## src/rtl/apb_lin_initiator_if.sv

```systemverilog
// Command/response and APB requester signals of the APB initiator, grouped for port binding.
// master is the initiator's view; slave is the view of whatever drives commands and models the completer.
interface apb_lin_initiator_if #(
  parameter int unsigned ADDR_WIDTH = 12,
  parameter int unsigned DATA_WIDTH = 32
);
  logic                  cmd_valid_i;
  logic                  cmd_ready_o;
  logic                  cmd_write_i;
  logic [ADDR_WIDTH-1:0] cmd_addr_i;
  logic [DATA_WIDTH-1:0] cmd_wdata_i;
  logic                  rsp_valid_o;
  logic                  rsp_ready_i;
  logic [DATA_WIDTH-1:0] rsp_rdata_o;
  logic                  rsp_err_o;
  logic                  rsp_timeout_o;
  logic                  psel_o;
  logic                  penable_o;
  logic                  pwrite_o;
  logic [ADDR_WIDTH-1:0] paddr_o;
  logic [DATA_WIDTH-1:0] pwdata_o;
  logic [DATA_WIDTH-1:0] prdata_i;
  logic                  pready_i;
  logic                  pslverr_i;

  modport master (
    input  cmd_valid_i, cmd_write_i, cmd_addr_i, cmd_wdata_i, rsp_ready_i,
    input  prdata_i, pready_i, pslverr_i,
    output cmd_ready_o, rsp_valid_o, rsp_rdata_o, rsp_err_o, rsp_timeout_o,
    output psel_o, penable_o, pwrite_o, paddr_o, pwdata_o
  );

  modport slave (
    output cmd_valid_i, cmd_write_i, cmd_addr_i, cmd_wdata_i, rsp_ready_i,
    output prdata_i, pready_i, pslverr_i,
    input  cmd_ready_o, rsp_valid_o, rsp_rdata_o, rsp_err_o, rsp_timeout_o,
    input  psel_o, penable_o, pwrite_o, paddr_o, pwdata_o
  );
endinterface

```

## src/rtl/apb_lin_initiator.sv

```systemverilog
// Single-outstanding APB requester: one command in, one response out; 3 cycles accept-to-response at zero wait.
// Accepts commands only in IDLE; the response is held until rsp_ready_i, stalling new commands meanwhile.
module apb_lin_initiator #(
  parameter int unsigned ADDR_WIDTH     = 12,
  parameter int unsigned DATA_WIDTH     = 32,
  parameter int unsigned TIMEOUT_CYCLES = 16
) (
  input logic                 pclk,
  input logic                 preset_i,
  apb_lin_initiator_if.master bus
);

  localparam int unsigned CNT_W = (TIMEOUT_CYCLES > 1) ? $clog2(TIMEOUT_CYCLES) : 1;
  // The count holds completed wait cycles, so the last permitted ACCESS cycle sees LIMIT.
  localparam logic [CNT_W-1:0] LIMIT = (TIMEOUT_CYCLES > 0) ? CNT_W'(TIMEOUT_CYCLES - 1) : '0;

  typedef enum logic [1:0] {
    S_IDLE   = 2'd0,
    S_SETUP  = 2'd1,
    S_ACCESS = 2'd2,
    S_RESP   = 2'd3
  } state_t;

  state_t                r_state;
  state_t                w_state_nxt;
  logic [ADDR_WIDTH-1:0] r_addr;
  logic [ADDR_WIDTH-1:0] w_addr_nxt;
  logic [DATA_WIDTH-1:0] r_wdata;
  logic [DATA_WIDTH-1:0] w_wdata_nxt;
  logic                  r_write;
  logic                  w_write_nxt;
  logic [CNT_W-1:0]      r_cnt;
  logic [CNT_W-1:0]      w_cnt_nxt;
  logic [DATA_WIDTH-1:0] r_rdata;
  logic [DATA_WIDTH-1:0] w_rdata_nxt;
  logic                  r_err;
  logic                  w_err_nxt;
  logic                  r_timeout;
  logic                  w_timeout_nxt;

  always_ff @(posedge pclk) begin
    if (!preset_i) begin
      r_state   <= S_IDLE;
      r_addr    <= '0;
      r_wdata   <= '0;
      r_write   <= 1'b0;
      r_cnt     <= '0;
      r_rdata   <= '0;
      r_err     <= 1'b0;
      r_timeout <= 1'b0;
    end else begin
      r_state   <= w_state_nxt;
      r_addr    <= w_addr_nxt;
      r_wdata   <= w_wdata_nxt;
      r_write   <= w_write_nxt;
      r_cnt     <= w_cnt_nxt;
      r_rdata   <= w_rdata_nxt;
      r_err     <= w_err_nxt;
      r_timeout <= w_timeout_nxt;
    end
  end

  always_comb begin
    w_state_nxt   = r_state;
    w_addr_nxt    = r_addr;
    w_wdata_nxt   = r_wdata;
    w_write_nxt   = r_write;
    w_cnt_nxt     = r_cnt;
    w_rdata_nxt   = r_rdata;
    w_err_nxt     = r_err;
    w_timeout_nxt = r_timeout;
    unique case (r_state)
      S_IDLE: begin
        if (bus.cmd_valid_i) begin
          if (bus.cmd_addr_i[1:0] == 2'b00) begin
            w_state_nxt = S_SETUP;
            w_addr_nxt  = bus.cmd_addr_i;
            w_write_nxt = bus.cmd_write_i;
            // Reads carry zero write data so pwdata_o stays quiet on the bus.
            w_wdata_nxt = bus.cmd_write_i ? bus.cmd_wdata_i : '0;
          end else begin
            w_state_nxt   = S_RESP;
            w_rdata_nxt   = '0;
            w_err_nxt     = 1'b1;
            w_timeout_nxt = 1'b0;
          end
        end
      end
      S_SETUP: begin
        w_state_nxt = S_ACCESS;
        w_cnt_nxt   = '0;
      end
      S_ACCESS: begin
        // A completer answer on the limit cycle takes priority over the timeout.
        if (bus.pready_i) begin
          w_state_nxt   = S_RESP;
          w_err_nxt     = bus.pslverr_i;
          w_timeout_nxt = 1'b0;
          w_rdata_nxt   = r_write ? '0 : bus.prdata_i;
        end else if ((TIMEOUT_CYCLES > 0) && (r_cnt == LIMIT)) begin
          w_state_nxt   = S_RESP;
          w_err_nxt     = 1'b1;
          w_timeout_nxt = 1'b1;
          w_rdata_nxt   = '0;
        end else begin
          w_cnt_nxt = r_cnt + 1'b1;
        end
      end
      S_RESP: begin
        if (bus.rsp_ready_i) begin
          w_state_nxt = S_IDLE;
        end
      end
      default: w_state_nxt = S_IDLE;
    endcase
  end

  // Gated by reset so the handshake reads low while reset is held.
  assign bus.cmd_ready_o   = (r_state == S_IDLE) && preset_i;
  assign bus.rsp_valid_o   = (r_state == S_RESP);
  assign bus.rsp_rdata_o   = r_rdata;
  assign bus.rsp_err_o     = r_err;
  assign bus.rsp_timeout_o = r_timeout;
  assign bus.psel_o        = (r_state == S_SETUP) || (r_state == S_ACCESS);
  assign bus.penable_o     = (r_state == S_ACCESS);
  assign bus.pwrite_o      = r_write;
  assign bus.paddr_o       = r_addr;
  assign bus.pwdata_o      = r_wdata;

endmodule

```

## src/flat_wrapper.sv

```systemverilog
// flat-port wrapper written by rule: the top's interface ports become plain ports
module apb_lin_initiator_flat 
#(
  parameter int unsigned ADDR_WIDTH     = 12,
  parameter int unsigned DATA_WIDTH     = 32,
  parameter int unsigned TIMEOUT_CYCLES = 16
)
  (pclk, preset_i, bus_cmd_valid_i, bus_cmd_write_i, bus_cmd_addr_i, bus_cmd_wdata_i, bus_rsp_ready_i, bus_prdata_i, bus_pready_i, bus_pslverr_i, bus_cmd_ready_o, bus_rsp_valid_o, bus_rsp_rdata_o, bus_rsp_err_o, bus_rsp_timeout_o, bus_psel_o, bus_penable_o, bus_pwrite_o, bus_paddr_o, bus_pwdata_o);
  apb_lin_initiator_if #(.ADDR_WIDTH(ADDR_WIDTH), .DATA_WIDTH(DATA_WIDTH)) bus_i ();
  input logic pclk;
  input logic preset_i;
  input wire logic [$bits(bus_i.cmd_valid_i)-1:0] bus_cmd_valid_i;
  input wire logic [$bits(bus_i.cmd_write_i)-1:0] bus_cmd_write_i;
  input wire logic [$bits(bus_i.cmd_addr_i)-1:0] bus_cmd_addr_i;
  input wire logic [$bits(bus_i.cmd_wdata_i)-1:0] bus_cmd_wdata_i;
  input wire logic [$bits(bus_i.rsp_ready_i)-1:0] bus_rsp_ready_i;
  input wire logic [$bits(bus_i.prdata_i)-1:0] bus_prdata_i;
  input wire logic [$bits(bus_i.pready_i)-1:0] bus_pready_i;
  input wire logic [$bits(bus_i.pslverr_i)-1:0] bus_pslverr_i;
  output wire logic [$bits(bus_i.cmd_ready_o)-1:0] bus_cmd_ready_o;
  output wire logic [$bits(bus_i.rsp_valid_o)-1:0] bus_rsp_valid_o;
  output wire logic [$bits(bus_i.rsp_rdata_o)-1:0] bus_rsp_rdata_o;
  output wire logic [$bits(bus_i.rsp_err_o)-1:0] bus_rsp_err_o;
  output wire logic [$bits(bus_i.rsp_timeout_o)-1:0] bus_rsp_timeout_o;
  output wire logic [$bits(bus_i.psel_o)-1:0] bus_psel_o;
  output wire logic [$bits(bus_i.penable_o)-1:0] bus_penable_o;
  output wire logic [$bits(bus_i.pwrite_o)-1:0] bus_pwrite_o;
  output wire logic [$bits(bus_i.paddr_o)-1:0] bus_paddr_o;
  output wire logic [$bits(bus_i.pwdata_o)-1:0] bus_pwdata_o;
  assign bus_i.cmd_valid_i = bus_cmd_valid_i;
  assign bus_i.cmd_write_i = bus_cmd_write_i;
  assign bus_i.cmd_addr_i = bus_cmd_addr_i;
  assign bus_i.cmd_wdata_i = bus_cmd_wdata_i;
  assign bus_i.rsp_ready_i = bus_rsp_ready_i;
  assign bus_i.prdata_i = bus_prdata_i;
  assign bus_i.pready_i = bus_pready_i;
  assign bus_i.pslverr_i = bus_pslverr_i;
  assign bus_cmd_ready_o = bus_i.cmd_ready_o;
  assign bus_rsp_valid_o = bus_i.rsp_valid_o;
  assign bus_rsp_rdata_o = bus_i.rsp_rdata_o;
  assign bus_rsp_err_o = bus_i.rsp_err_o;
  assign bus_rsp_timeout_o = bus_i.rsp_timeout_o;
  assign bus_psel_o = bus_i.psel_o;
  assign bus_penable_o = bus_i.penable_o;
  assign bus_pwrite_o = bus_i.pwrite_o;
  assign bus_paddr_o = bus_i.paddr_o;
  assign bus_pwdata_o = bus_i.pwdata_o;
  apb_lin_initiator #(.ADDR_WIDTH(ADDR_WIDTH), .DATA_WIDTH(DATA_WIDTH), .TIMEOUT_CYCLES(TIMEOUT_CYCLES)) u_core (.pclk(pclk), .preset_i(preset_i), .bus(bus_i));
endmodule
```

## config.mk

```make
export PLATFORM = sky130hd
export DESIGN_NAME = apb_lin_initiator_flat
export DESIGN_NICKNAME = d
export VERILOG_FILES = /design/src/rtl/apb_lin_initiator_if.sv /design/src/rtl/apb_lin_initiator.sv /design/src/flat_wrapper.sv
export SDC_FILE = /design/constraint.sdc
export NUM_CORES = 1
export LEC_CHECK = 0
export CAP_MARGIN = 25
export CORE_UTILIZATION = 44
export CTS_CLUSTER_SIZE = 30
export DETAILED_ROUTE_END_ITERATION = 10
export PLACE_DENSITY = 0.86
export SYNTH_ARGS = -nofsm -noshare
export SYNTH_HDL_FRONTEND = slang
export SYNTH_SLANG_ARGS = --single-unit
```

## constraint.sdc

```tcl
create_clock -name pclk -period 3.35 [get_ports pclk]
set_input_delay 0.67 -clock pclk [delete_from_list [all_inputs] [get_ports pclk]]
set_output_delay 0.67 -clock pclk [all_outputs]
set_load 0.005 [all_outputs]
```

**Word level (Yosys, flattened, before mapping)**

Index checks and enable logic that the tools add are counted.

- Flip-flop bits (word level): 85
- Output and inout bits: 83
- Input port bits: 83
- Logic and storage cells: 54

- Reduce and logical (&&, ||, !) cells: 10
- Eq/ne operators: 10
- Add/subtract/negate cells: 1
- Mux-type cells: 25

Operators with widths:

| operator | number |
|---|---|
| 32-bit 2-to-1 mux | 6 |
| 32-bit case mux with 2 select lines | 1 |
| 2-bit 2-to-1 mux | 5 |
| 2-bit != test, second input constant | 5 |
| 3-bit AND reduction | 3 |
| 4-bit 2-to-1 mux | 2 |
| 2-bit case mux with 4 select lines | 1 |
| 4-bit case mux with 2 select lines | 1 |
| 1-bit 2-to-1 mux | 7 |
| 4-bit by 1-bit adder with 4-bit output, second input constant | 1 |
| 2-bit equality test, second input constant | 2 |
| 4-bit equality test, second input constant | 1 |
| 2-bit logical NOT | 2 |
| 1-bit case mux with 2 select lines | 2 |
| 4-bit AND reduction | 1 |
| 2-bit nonzero test | 2 |
| 3-bit by 2-bit != test with 1-bit output, second input constant | 1 |
| 2-bit by 1-bit equality test with 1-bit output, second input constant | 1 |
| 1-bit logical AND | 1 |
| 1-bit logical OR | 1 |

**Logic depth before layout (Yosys ltp)**

Gate-level depths: netlist of run 1.

- Word-level depth: 4
- Mapped depth: 7
- Depth with buffers taken out: 5

**Least setup slack after synthesis of run 1**

OpenSTA, ideal clock, no wires.

- Path kind: input to output
- Start: in preset_i
- End: out bus_cmd_ready_o
- Slack: 1.583 ns
- Required time: 2.680 ns
- Path buffers: 2
- Arrival: 1.097 ns
- Stages on the path: 3
- Path through: buf_2 > buf_6 > and2_1

- Cells in the longest elaborated chain, start to end: 1

RTL lines:

| element | line | source |
|---|---|---|
| start: declaration | flat_wrapper.sv:11 | `input logic preset_i;` |
| 1-bit logical AND | apb_lin_initiator.sv:119 | `assign bus.cmd_ready_o = (r_state == S_IDLE) && preset_i;` |
| end: declaration | flat_wrapper.sv:20 | `output wire logic [$bits(bus_i.cmd_ready_o)-1:0] bus_cmd_ready_o;` |

No other way between the ends.

**Worst setup path after layout of run 1**

Same ends and word-level chain as after synthesis.

==> results.md, run 1 <==
Final layout:
- The repair_antennas step left the layout with diodes totalling 0.
- The top cell types in the final layout, fill and taps aside, are sky130_fd_sc_hd__clkdlybuf4s50_1 (165), sky130_fd_sc_hd__nand2_1 (125), sky130_fd_sc_hd__dfxtp_1 (85).
- The post-route netlist has between 4 and 5% of its cells at a drive strength greater than 1.
- The leading cell type in the layout, fill and taps excluded is sky130_fd_sc_hd__clkdlybuf4s50_1.
- At the end of the flow the core is filled with cells to 68.88%.
- After the last flow step, the layout net total stands at 637.
- From synthesis to final layout, the design area changed by 52.01%.

Setup path:
- By instance count, the cell type seen most on the critical path is sky130_fd_sc_hd__clkdlybuf4s50_1.
- The worst setup path is launched from a primary input.
- The cell family with the largest share of critical-path delay is buffers and inverters.
- Walking the worst path, the cells encountered are clkdlybuf4s50_1, and2_1, clkdlybuf4s50_1.
- The standard cell with the maximum stage delay on the critical path is sky130_fd_sc_hd__clkdlybuf4s50_1.
- STA classifies the critical path endpoint as an output pin.
- STA puts the critical path data arrival time at roughly 1.8 ns.
- The category of the most critical setup path is primary input to output pin.
- Data on the critical path is required at its endpoint by 2.68 ns.
- For this run, the slowest stage of the critical path takes 0.50 ns.
- Together, buffers and inverters on the worst path number 2.
- The highest net fanout along the worst path is 2.

Outcome:
- The run finished with clean final reports.

Yosys:
- Synthesis produced just under 400 cells.
- Counting flops and latches in the post-synthesis netlist gives 85.
- The Yosys warning count is 0.
- Yosys mapped the design onto 36 distinct sky130hd cell types.
- By area the synthesized netlist is led by sky130_fd_sc_hd__dfxtp_1 (49%), sky130_fd_sc_hd__nand2_1 (13%), sky130_fd_sc_hd__mux2i_1 (10%), sky130_fd_sc_hd__a21oi_1 (6.3%), sky130_fd_sc_hd__nand3_1 (4.9%).
- After synthesis, the largest area contributor takes up 48.85% of total cell area.
- Summing every instance area after synthesis gives roughly 0.0035 sq mm.
- The top cell type by total area after synthesis is sky130_fd_sc_hd__dfxtp_1.
- Of the synthesized area, sequential elements account for 48.85%.
- Each instance of the synthesized netlist takes up on average 8.774 sq um.
- The number of nets in the synthesized netlist is 486.

Power:
- The switching share of power is 28.97%.
- The analysis attributes to cell leakage a power of ~0.002 uW.
- Combinational cells account for 30.5% of the total power.
- In this run, the clock network consumes 26.4% of the power.
- After layout, the design draws a total of 2560 uW.
- The ratio of total power to cell area is around 480 mW/mm^2.
- The worst-case IR drop observed on VDD is approximately 290 uV.
- The internal power is 1819 uW.
- The switching power summed over all nets is 741.9 uW.
- Registers are responsible for 43.1% of the overall power.

GRT:
- The final global-route overflow total is 0.
- The initial antenna violation count came to 0.
- The met3 capacity usage during global routing is under 10%.
- The routing usage on met1 is about a quarter.
- The met2 track demand over resource in global routing is 35.48%.
- The number of global-route vias before repair is 3,089.
- In this run the most used layer during global routing was met2.
- Entering global routing, the biggest net connects 45 pins.
- The overall track demand over capacity in global routing is 21.67%.
- The first global-routing pass estimated 14.62 mm of wire.

Timing:
- Dividing the final minimum period by the clock period gives 73.45%.
- Setup repair after global routing left no endpoint under its margin.
- Setup violations remaining at the end of the flow were counted as 0.
- For the pin with the worst max-slew slack, the measured transition is 0.5575 ns.
- Across the routed clock network, the largest skew measured is 0.008622 ns.
- In this run the tightest slew margin relative to its limit is 62.83%.
- The maximum clock frequency is 406.4 MHz.
- The number of slew-limit violations in the final report was 0.
- The number of hold violations in the final report is 0.
- The sum of negative setup slack is 0 ns.
- For the finished layout, the period the worst path requires is 2.461 ns.

Floorplan:
- The width of the die is 90.98 microns.
- The top-level port count is 166.
- The core region is 0.007687 sq mm.
- The area enclosed by the die boundary is 0.008276 sq mm.
- For this configuration, the core starts out at a cell density of 45.31%.
- The floorplan has 32 rows.
- The die boundary height is 90.98 microns.

Clock network:
- For this design, the CTS-stage hold fixing added 0 buffers.
- The deepest level of the CTS H-tree is 3.
- The number of setup buffers added after CTS is 0.
- The number of gates resized after CTS was 0.
- Clock latency on the worst-skew pair, taken at its later pin, is 0.34 ns.
- The TritonCTS clock tree is built.
- The maximum number of buffers from clock root to sink is 2.
- The clock-pin transition on the worst setup and hold timing paths is about 0.070 ns.
- The number of sinks handled by clock tree synthesis is 85.
- The number of buffers created by CTS is 9.
- In this run the clock root is driven by a sky130_fd_sc_hd__clkbuf_8.

Placement:
- The weighted congestion at the end of routability-driven global placement is 0.7036.
- The HPWL after detailed placement is 6.397 mm.
- The count of input and output buffers is 165.

Run:
- The number of max-cap violations is 0.

Routing:
- The total DRC errors in the routed layout is 0.
- Dividing the detail-routed via count by the number of cells gives 4.954.
- The via count is 3,240.
- The number of iterations in the first detailed-routing pass is 4.
- The final layout contains routed wiring with a total length of ~9 mm.
- The detailed-route wire length per cell is 13.70 microns.
- The post-route antenna net violation count is 0.
- The initial DRC count is 96.

Worst hold path:
- The worst hold path class is flip-flop to flip-flop.
-- state kept, by name, indices dropped and copies added, names as in the netlist --
name	flops
u_core.bus.pwdata_o	32
u_core.bus.rsp_timeout_o	1
u_core.bus.pwrite_o	1
u_core.bus.rsp_rdata_o	32
u_core.bus.rsp_err_o	1
u_core.r_cnt	4
u_core.bus.paddr_o	12
u_core.r_state	2
-- layer usage --
metal | vias to the layer above | part of all wire, %
met4 | 0 | 1.1
met2 | 126 | 47
met5 | - | 0
li1 | 1627 | -
met3 | 9 | 9.4
met1 | 1478 | 43
-- synth_stat cells --
| cell type | n |
|---|---|
| sky130_fd_sc_hd__nand3_4 | 1 |
| sky130_fd_sc_hd__o21a_1 | 1 |
| sky130_fd_sc_hd__dfxtp_1 | 85 |
| sky130_fd_sc_hd__nand2b_1 | 1 |
| sky130_fd_sc_hd__nand3_1 | 34 |
| sky130_fd_sc_hd__a21oi_1 | 44 |
| sky130_fd_sc_hd__buf_6 | 2 |
| sky130_fd_sc_hd__nor2_1 | 1 |
| sky130_fd_sc_hd__buf_12 | 3 |
| sky130_fd_sc_hd__mux2i_1 | 35 |
| sky130_fd_sc_hd__a2111oi_0 | 1 |
| sky130_fd_sc_hd__nand2_1 | 125 |
| sky130_fd_sc_hd__o22ai_1 | 2 |
| sky130_fd_sc_hd__nand4bb_1 | 1 |
| sky130_fd_sc_hd__o211a_1 | 1 |
| sky130_fd_sc_hd__buf_2 | 7 |
| sky130_fd_sc_hd__buf_1 | 1 |
| sky130_fd_sc_hd__clkbuf_8 | 1 |
| sky130_fd_sc_hd__clkbuf_1 | 14 |
| sky130_fd_sc_hd__nor2b_1 | 2 |
| sky130_fd_sc_hd__and4b_1 | 1 |
| sky130_fd_sc_hd__a211o_1 | 2 |
| sky130_fd_sc_hd__a221o_1 | 2 |
| sky130_fd_sc_hd__ha_1 | 6 |
| sky130_fd_sc_hd__a41oi_1 | 1 |
| sky130_fd_sc_hd__nor4bb_1 | 1 |
| sky130_fd_sc_hd__and2_1 | 1 |
| sky130_fd_sc_hd__inv_1 | 5 |
| sky130_fd_sc_hd__and3_1 | 2 |
| sky130_fd_sc_hd__a21boi_1 | 1 |
| sky130_fd_sc_hd__nor2_2 | 1 |
| sky130_fd_sc_hd__o21ai_0 | 3 |
| sky130_fd_sc_hd__a211oi_1 | 4 |
| sky130_fd_sc_hd__dlymetal6s2s_1 | 3 |
| sky130_fd_sc_hd__dlygate4sd1_1 | 1 |
| sky130_fd_sc_hd__a21bo_2 | 1 |
-- final cells by class --
| cell class | count | area (sq um) |
|---|---|---|
| Fill cell | 617 | 2392 |
| Clock buffer | 10 | 127.6 |
| Tap cell | 102 | 127.6 |
| Timing Repair Buffer | 172 | 1717 |
| Clock inverter | 5 | 52.55 |
| Inverter | 5 | 18.77 |
| Multi-Input combinational cell | 275 | 1550 |
| Sequential cell | 85 | 1702 |
-- per-stage QoR --
step	area, sq um	hold WS [ns]	setup WS [ns]	std cells
2_1_floorplan	3483	0.4483	1.583	397
5_1_grt	5295	0.4732	0.7816	654
6_report	5295	0.4515	0.8893	654
4_1_cts	5295	0.4535	0.8831	654
3_3_place_gp	5095	0.4365	0.4486	638
3_5_place_dp	5115	0.4453	0.8603	639
-- path summary, 6_finish.rpt --
check	start	endpoint	slack, ns	cells after the start
worst max-delay path	preset_i	bus_cmd_ready_o	0.89	3
worst min-delay path	u_core.bus.pwdata_o[5]$_SDFFE_PN0P_	u_core.bus.pwdata_o[5]$_SDFFE_PN0P_	0.45	2
worst max register to register	u_core.r_state[0]$_SDFFE_PN0P_	u_core.bus.rsp_rdata_o[2]$_SDFFE_PN0P_	1.31	6
worst min register to register	u_core.bus.pwdata_o[5]$_SDFFE_PN0P_	u_core.bus.pwdata_o[5]$_SDFFE_PN0P_	0.45	2
-- power groups by stage --
stage          clock network (uW)  registers, uW  logic (uW)
6_report                      676           1100         781
5_1_grt                       738           1110         839
4_1_cts                       696           1100         780
3_5_place_dp                    0           1130         774
3_3_place_gp                    0           1120         756
2_1_floorplan                   0           1130         540
-- worst min-delay path, delay by kind of cell (launching register included) --
family | cells | cell delay (ns)
compound gates | 1 | 0.05
simple gates | 1 | 0.05
flops | 1 | 0.31
-- cell families (layout without fill, tap and decap cells) --
group / after synthesis / in the layout / synth area share, %
and+or+nand+nor: 171 / 171 / 21.12
AOI/OAI and AO/OA: 63 / 63 / 10.56
adders and majority gates: 6 / 6 / 2.155
DFF: 85 / 85 / 48.85
buffers and inverters: 37 / 192 / 7.256
muxes: 35 / 35 / 10.06
(Power assumes the default switching activity.)
==> inputs of run 2 (changes only) <==
CORE_UTILIZATION = 41   (was 44)
PLACE_DENSITY = 0.8   (was 0.86)
clock period = 2.4 ns   (was 3.35 ns; I/O delays follow)
==> results.md, run 2 (synthesized netlist as in run 1, its figures left out) <==
Clock network:
- In this run, CTS created clock tree buffers numbering 9.
- The post-cts hold buffer count is 0.
- Once the clock tree was built, the resizer swapped 0 gates to a different size.
- The root buffer cell chosen for the clock tree is sky130_fd_sc_hd__clkbuf_8.
- The maximum number of buffers from clock root to sink is 2.
- The deepest level of the CTS H-tree is 3.
- Counting every sink on the clock net gives 85.
- TritonCTS built the clock tree.
- The clock latency reported for the late side of the worst-skew pair is 0.35 ns.
- The clock-pin transition on the worst setup and hold timing paths is 0.08 ns.
- The number of setup buffers added after CTS is 0.

Routing:
- The highest routing layer actually used is met4.
- The number of iterations in the first detailed-routing pass is 4.
- The total DRC errors in the routed layout is 0.
- After detailed routing, the met3 layer carries around 1000 microns of wire.
- The number of vias per cell is 4.983.
- After detailed routing, the average wire length per cell comes to about 14 microns.
- Summed over all layers, the routed wires come to 9.337 mm.
- Across all layers, the routed design uses 3,284 vias.
- The total met2 wirelength after detailed routing is 4.362 mm.
- After detailed routing, the wire length on met1 is ~3.9 mm.
- The post-route antenna net violation count is 0.
- The initial DRC count is 141.

GRT:
- Summed over all layers, the global routing overflow is 0.
- The first global-routing pass estimated roughly 15 mm of wire.
- The pin count of the biggest net entering global routing is 46.
- Global routing consumed, over all layers together, 20.91% of the routing resources.
- The number of global-route vias before repair is 3,141.
- The initial antenna violation count is 0.

Timing:
- The final critical path takes up 94.61% of the cycle.
- The clock tree skew after final layout is 0.008537 ns.
- The number of hold violations in the final report is 0.
- The post-layout minimum cycle time is 2.271 ns.
- The number of slew-limit violations in the final report is 0.
- Setup violations remaining at the end of the flow were counted as 0.
- The maximum clock frequency is ~440 MHz.
- The slew at the pin closest to its max-slew limit is 0.4370 ns.
- Setup repair after global routing left no endpoint under its margin.
- The sum of negative setup slack is 0 ns.
- The relative slew slack is 70.80%.

Final layout:
- Compared with the post-synthesis result, the final layout area differs by 54.35%.
- The final antenna diode count is 0.
- The layout has 646 filler cells.
- The share of cells above drive strength 1 is 5.235%.
- Leaving out fill and tap cells, the most frequent cell in the layout is sky130_fd_sc_hd__clkdlybuf4s50_1.
- Leaving out fill and tap cells, the most frequent cells in the layout are sky130_fd_sc_hd__clkdlybuf4s50_1 (165), sky130_fd_sc_hd__nand2_1 (125), sky130_fd_sc_hd__dfxtp_1 (85).
- The final-stage net count is 638.
- The final instance count without filler cells is 659.

Setup path:
- The arrival time at the worst endpoint is roughly 1.8 ns.
- The delay contributed by the slowest stage of the critical path is just under 0.5 ns.
- Along the worst path, the maximum fanout reaches 6.
- The critical path startpoint is u_core.r_state[0]$_SDFFE_PN0P_.
- In this run the critical register-to-register path is launched from u_core.r_state[0]$_SDFFE_PN0P_.
- The nature of the critical path startpoint is a flip-flop.
- The largest individual stage delay along the critical path comes from the cell sky130_fd_sc_hd__clkdlybuf4s50_1.
- The critical path contains buffers and inverters numbering 2 combined.
- The element type at the critical path end is an output pin.
- STA puts the critical path data required time at 1.92 ns.
- Walking the worst path, the cells encountered are inv_1, ha_1, and2_1, clkdlybuf4s50_1.
- In this design, the largest share of critical-path delay is due to buffers and inverters.
- The category of the most critical setup path is flip-flop to output pin.

Floorplan:
- The top-level port count is 166.
- The die covers slightly below 0.009 sq mm.
- From left edge to right edge, the die measures 94.18 microns.
- The region available for standard cell placement spans 0.008217 sq mm.
- The die boundary height is around 94 microns.
- The standard-cell row count is 33.
- For this configuration, the core starts out at a cell density of 42.39%.

Worst hold path:
- The tightest min-delay check is of the flip-flop to flip-flop type.
- The startpoint of the tightest hold check path is u_core.bus.paddr_o[8]$_SDFFE_PN0P_.

Placement:
- Buffers placed on the I/O ports in this run total approximately 170.
- The HPWL after detailed placement is 6.600 mm.
- The placed cell count is 643.
- The weighted congestion at the end of routability-driven global placement is 0.7639.

Power:
- In this run the power density over the cells is slightly above 700 mW/mm^2.
- The analysis attributes to cell leakage a power of 0.002006 uW.
- The overall power is 3793 uW.
- IR analysis of the VDD net gives a maximum drop of 350.7 uV.

Run:
- Across the run, the number of max-cap violations was 0.

Outcome:
- The flow ran to the end, and the final reports show no timing, DRC or antenna violations.
[run 2: cell type report]
| class | count | area [sq um] | share of cell area (%) |
|---|---|---|---|
| Multi-Input combinational cell | 275 | 1550 | 28.83 |
| Timing Repair Buffer | 173 | 1749 | 32.53 |
| Tap cell | 105 | 131.4 | 2.444 |
| Clock buffer | 11 | 141.4 | 2.630 |
| Clock inverter | 5 | 83.83 | 1.559 |
| Inverter | 5 | 18.77 | 0.3491 |
| Sequential cell | 85 | 1702 | 31.65 |
[run 2: where the power goes]
part           total [uW]  leakage (uW)  switching (uW)  internal [uW]
Combinational        1120       0.00121             524            599
Clock                1130      0.000106             511            617
Sequential           1540      0.000687            49.9           1490
[run 2: worst paths after layout]
path                                       endpoint  slack (ns)  cells after the start
max                                 bus_cmd_ready_o        0.13                      4
min              u_core.bus.paddr_o[8]$_SDFFE_PN0P_        0.46                      2
max reg2reg  u_core.bus.rsp_rdata_o[4]$_SDFFE_PN0P_        0.57                      6
min reg2reg      u_core.bus.paddr_o[8]$_SDFFE_PN0P_        0.46                      2
[run 2: metal layers]
metal  GRT usage [%]  vias to the layer above
met2           34.12                      134
met1           24.43                     1510
met4           7.692                        0
met5               0                        -
met3           8.495                        9
li1                -                     1631
[run 2: stage by stage]
stage	setup slack [ns]	area, sq um	utilization [%]	hold slack (ns)
2_1_floorplan	0.8057	3483	-	0.4483
4_1_cts	0.1035	5376	65.43	0.4573
3_3_place_gp	0.3475	5151	62.69	0.4375
5_1_grt	0.01025	5376	65.43	0.4753
3_5_place_dp	0.3180	5151	62.69	0.4452
6_report	0.1293	5376	65.43	0.4569
[run 2: tightest hold or removal path: cells and delay by family (launching register included)]
family	cells	cell delay (ns)
AO/OA/AOI/OAI	1	0.05
flip-flops	1	0.31
AND/OR/NAND/NOR	1	0.05
==> inputs of run 3 (changes only) <==
CELL_PAD_IN_SITES_DETAIL_PLACEMENT = 1   (was not set)
CELL_PAD_IN_SITES_GLOBAL_PLACEMENT = 1   (was not set)
CORE_UTILIZATION = 29   (was 41)
PLACE_DENSITY = not set   (was 0.8)
PLACE_DENSITY_LB_ADDON = 0.1   (was not set)
==> results.md, run 3 (synthesized netlist as in run 1, its figures left out) <==
Outcome:
- The run finished, with violations left.
- The checks that failed: DRC.

Power:
- Combinational logic burns approximately 28% of the power.
- For this design the static power due to leakage is 0.002066 uW.
- The ratio of total power to cell area is 768.3 mW/mm^2.
- The switching power summed over all nets is 1175 uW.
- The proportion of power drawn by the clock network is 35.8%.
- The internal portion of the total power is 3093 uW.
- The switching share of power is 27.54%.
- The sequential share of power is a little over a third.
- The worst-case vdd ir drop is 313.9 uV.

Clock network:
- After clock tree synthesis, the clock-pin slew on the worst setup and hold paths is 0.06 ns.
- CTS saw 85 sinks.
- The post-cts hold buffer count is 0.
- The number of buffers created by CTS is 9.
- The H-tree was split into 3 levels.
- The clock latency reported for the late side of the worst-skew pair is about 0.34 ns.
- The TritonCTS clock tree is built.
- The clock passes through at most 2 buffers.
- The cell at the root of the clock tree is sky130_fd_sc_hd__clkbuf_16.

Worst hold path:
- The min-delay analysis places its worst path in the category flip-flop to flip-flop.
- The worst hold path begins at u_core.bus.pwdata_o[3]$_SDFFE_PN0P_.

GRT:
- The met3 capacity usage during global routing is 6.206%.
- The initial antenna violation count came to 0.
- For this run the aggregate overflow at the end of global routing stands at 0.
- The overall track demand over capacity in global routing is 17.68%.
- The pin count of the biggest net entering global routing is 45.
- The first-pass GRT wire length is around 17 mm.
- The met2 track demand over resource in global routing is 27.79%.
- For met1 alone, demand over resource in global routing was 21.52%.
- The number of global-route vias before repair is 3,486.
- After global routing, the most crowded layer is met2.

Floorplan:
- The die boundary height is 111.6 microns.
- The core region is 0.01156 sq mm.
- The starting density of the core is 30.12%.
- The area enclosed by the die boundary is 0.01245 sq mm.
- Row generation in the floorplan step produced 39 rows.
- For this design the top-level I/O count stands at 166.
- The die is 111.6 microns wide.

Setup path:
- The highest net fanout along the worst path is 8.
- The nature of the critical path startpoint is a flip-flop.
- The required time of the worst setup path is 1.92 ns.
- The critical path starts at u_core.r_state[0]$_SDFFE_PN0P_.
- Data on the critical path arrives at its endpoint at 1.77 ns.
- The worst register-to-register path begins at u_core.r_state[0]$_SDFFE_PN0P_.
- The critical path in this run is classified as flip-flop to output pin.
- The worst setup path is captured at an output pin.

Final layout:
- The final-stage net count is 637.
- Relative to the synthesized area, the layout overhead comes to 59.48%.
- For this run, the share of the core covered by cells in the final layout is 48.04%.
- The count of filler cells inserted in the layout is 1,322.
- The total area of sequential cells is 0.001702 sq mm.
- The top cell types in the final layout, fill and taps aside, are sky130_fd_sc_hd__clkdlybuf4s50_1 (165), sky130_fd_sc_hd__nand2_1 (125), sky130_fd_sc_hd__dfxtp_1 (85).
- 0 antenna diodes ended up in the layout.
- The final instance count without filler cells is 696.
- Leaving out fill and tap cells, the most frequent cell in the layout is sky130_fd_sc_hd__clkdlybuf4s50_1.
- Cells with a size suffix above 1 make up 5.244% of the layout.
- The footprint of the multi-input gates is 0.001563 sq mm.
- The finished cells cover 0.005555 sq mm.

Routing:
- The detailed-route wire length per cell is 15.31 microns.
- The via count is 3,325.
- Dividing the detail-routed via count by the number of cells gives 4.777.
- The post-route antenna net violation count is 0.
- Summed over all layers, the routed wires come to 10.65 mm.
- The initial DRC count is between 100 and 150.
- The number of iterations in the first detailed-routing pass is 7.
- After detailed routing, the number of remaining DRC violations is 12.

Placement:
- At the end of routability-driven placement, the weighted congestion stood at approximately 0.77.
- The placed instance area is 0.005216 sq mm.
- The post-place setup slack is 0.1818 ns.
- Including well taps, the total number of placed cells is 680.
- The HPWL after detailed placement is 7.317 mm.
- During placement, the flow inserted port buffers numbering 165.

Timing:
- The number of hold violations in the final report was 0.
- The post-layout worst setup margin is 0.1464 ns.
- The post-layout minimum cycle time is 2.254 ns.
- The maximum clock frequency is 443.7 MHz.
- The slew at the pin closest to its max-slew limit is 0.4560 ns.
- The number of slew-limit violations in the final report came to 0.
- The sum of negative setup slack is 0 ns.
- The post-route fraction of the period consumed by the critical path is 93.90%.
- The clock tree skew after final layout is ~0.0046 ns.
- Setup violations remaining at the end of the flow were counted as 0.
- Setup repair after global routing left no endpoint under its margin.
- The relative slew slack is 69.60%.

Run:
- The tool flagged a number of max-cap violations equal to 0.
## run 3: cell types whose count changed in the layout (fill, tap and decap cells not counted), sizes merged
cell | before | now
buf | 8 | 7
clkbuf | 11 | 12
clkinv | 1 | 2
clkinvlp | 2 | 0
## run 3: per-stage QoR
step                      hold WS, ns  power, uW
after floorplan                0.4483       2327
after global placement         0.4375       2726
after detailed placement       0.4453       2749
after CTS                      0.4517       4313
after global routing           0.4726       4495
final                          0.4501       4268
## run 3: layout make-up
cell class,instances,share of cell area (%)
repair buffers,172,31.80
clock buffers,12,4.617
inverters,5,0.3378
well taps,143,3.221
multi-input cells,275,28.13
clock inverters,4,1.261
flip-flops and latches,85,30.63
## run 3: final timing paths
kind / endpoint / slack [ns] / cells after the start
hold reg to reg: u_core.bus.pwdata_o[3]$_SDFFE_PN0P_ / 0.45 / 2
setup reg to reg: u_core.bus.rsp_rdata_o[9]$_SDFFE_PN0P_ / 0.49 / 6
hold / removal: u_core.bus.pwdata_o[3]$_SDFFE_PN0P_ / 0.45 / 2
setup / recovery: bus_penable_o / 0.15 / 3
## run 3: what timing repair did
item | CTS | global route
buffers inserted | 0 | 0
endpoints found under the setup margin | 1 | 1
hold endpoints to repair | 0 | 0
gates resized for setup | 1 | 1
## run 3: routing by layer
layer | vias to the layer above | wire length, microns
met1 | 1570 | 4575
li1 | 1627 | -
met3 | 14 | 962
met5 | - | 0
met2 | 114 | 4894
met4 | 0 | 221
## run 3: power groups by stage
stage | logic, uW | registers (uW) | clock network [uW]
6_report | 1200 | 1540 | 1530
5_1_grt | 1290 | 1550 | 1650
4_1_cts | 1190 | 1540 | 1580
3_5_place_dp | 1170 | 1580 | 0
3_3_place_gp | 1160 | 1570 | 0
2_1_floorplan | 753 | 1570 | 0
## run 3: critical path, cell delays in order, from the launching register on
cell	delay [ns]
sky130_fd_sc_hd__dfxtp_1	0.31
sky130_fd_sc_hd__inv_1	0.19
sky130_fd_sc_hd__ha_1	0.37
sky130_fd_sc_hd__clkdlybuf4s50_1	0.56
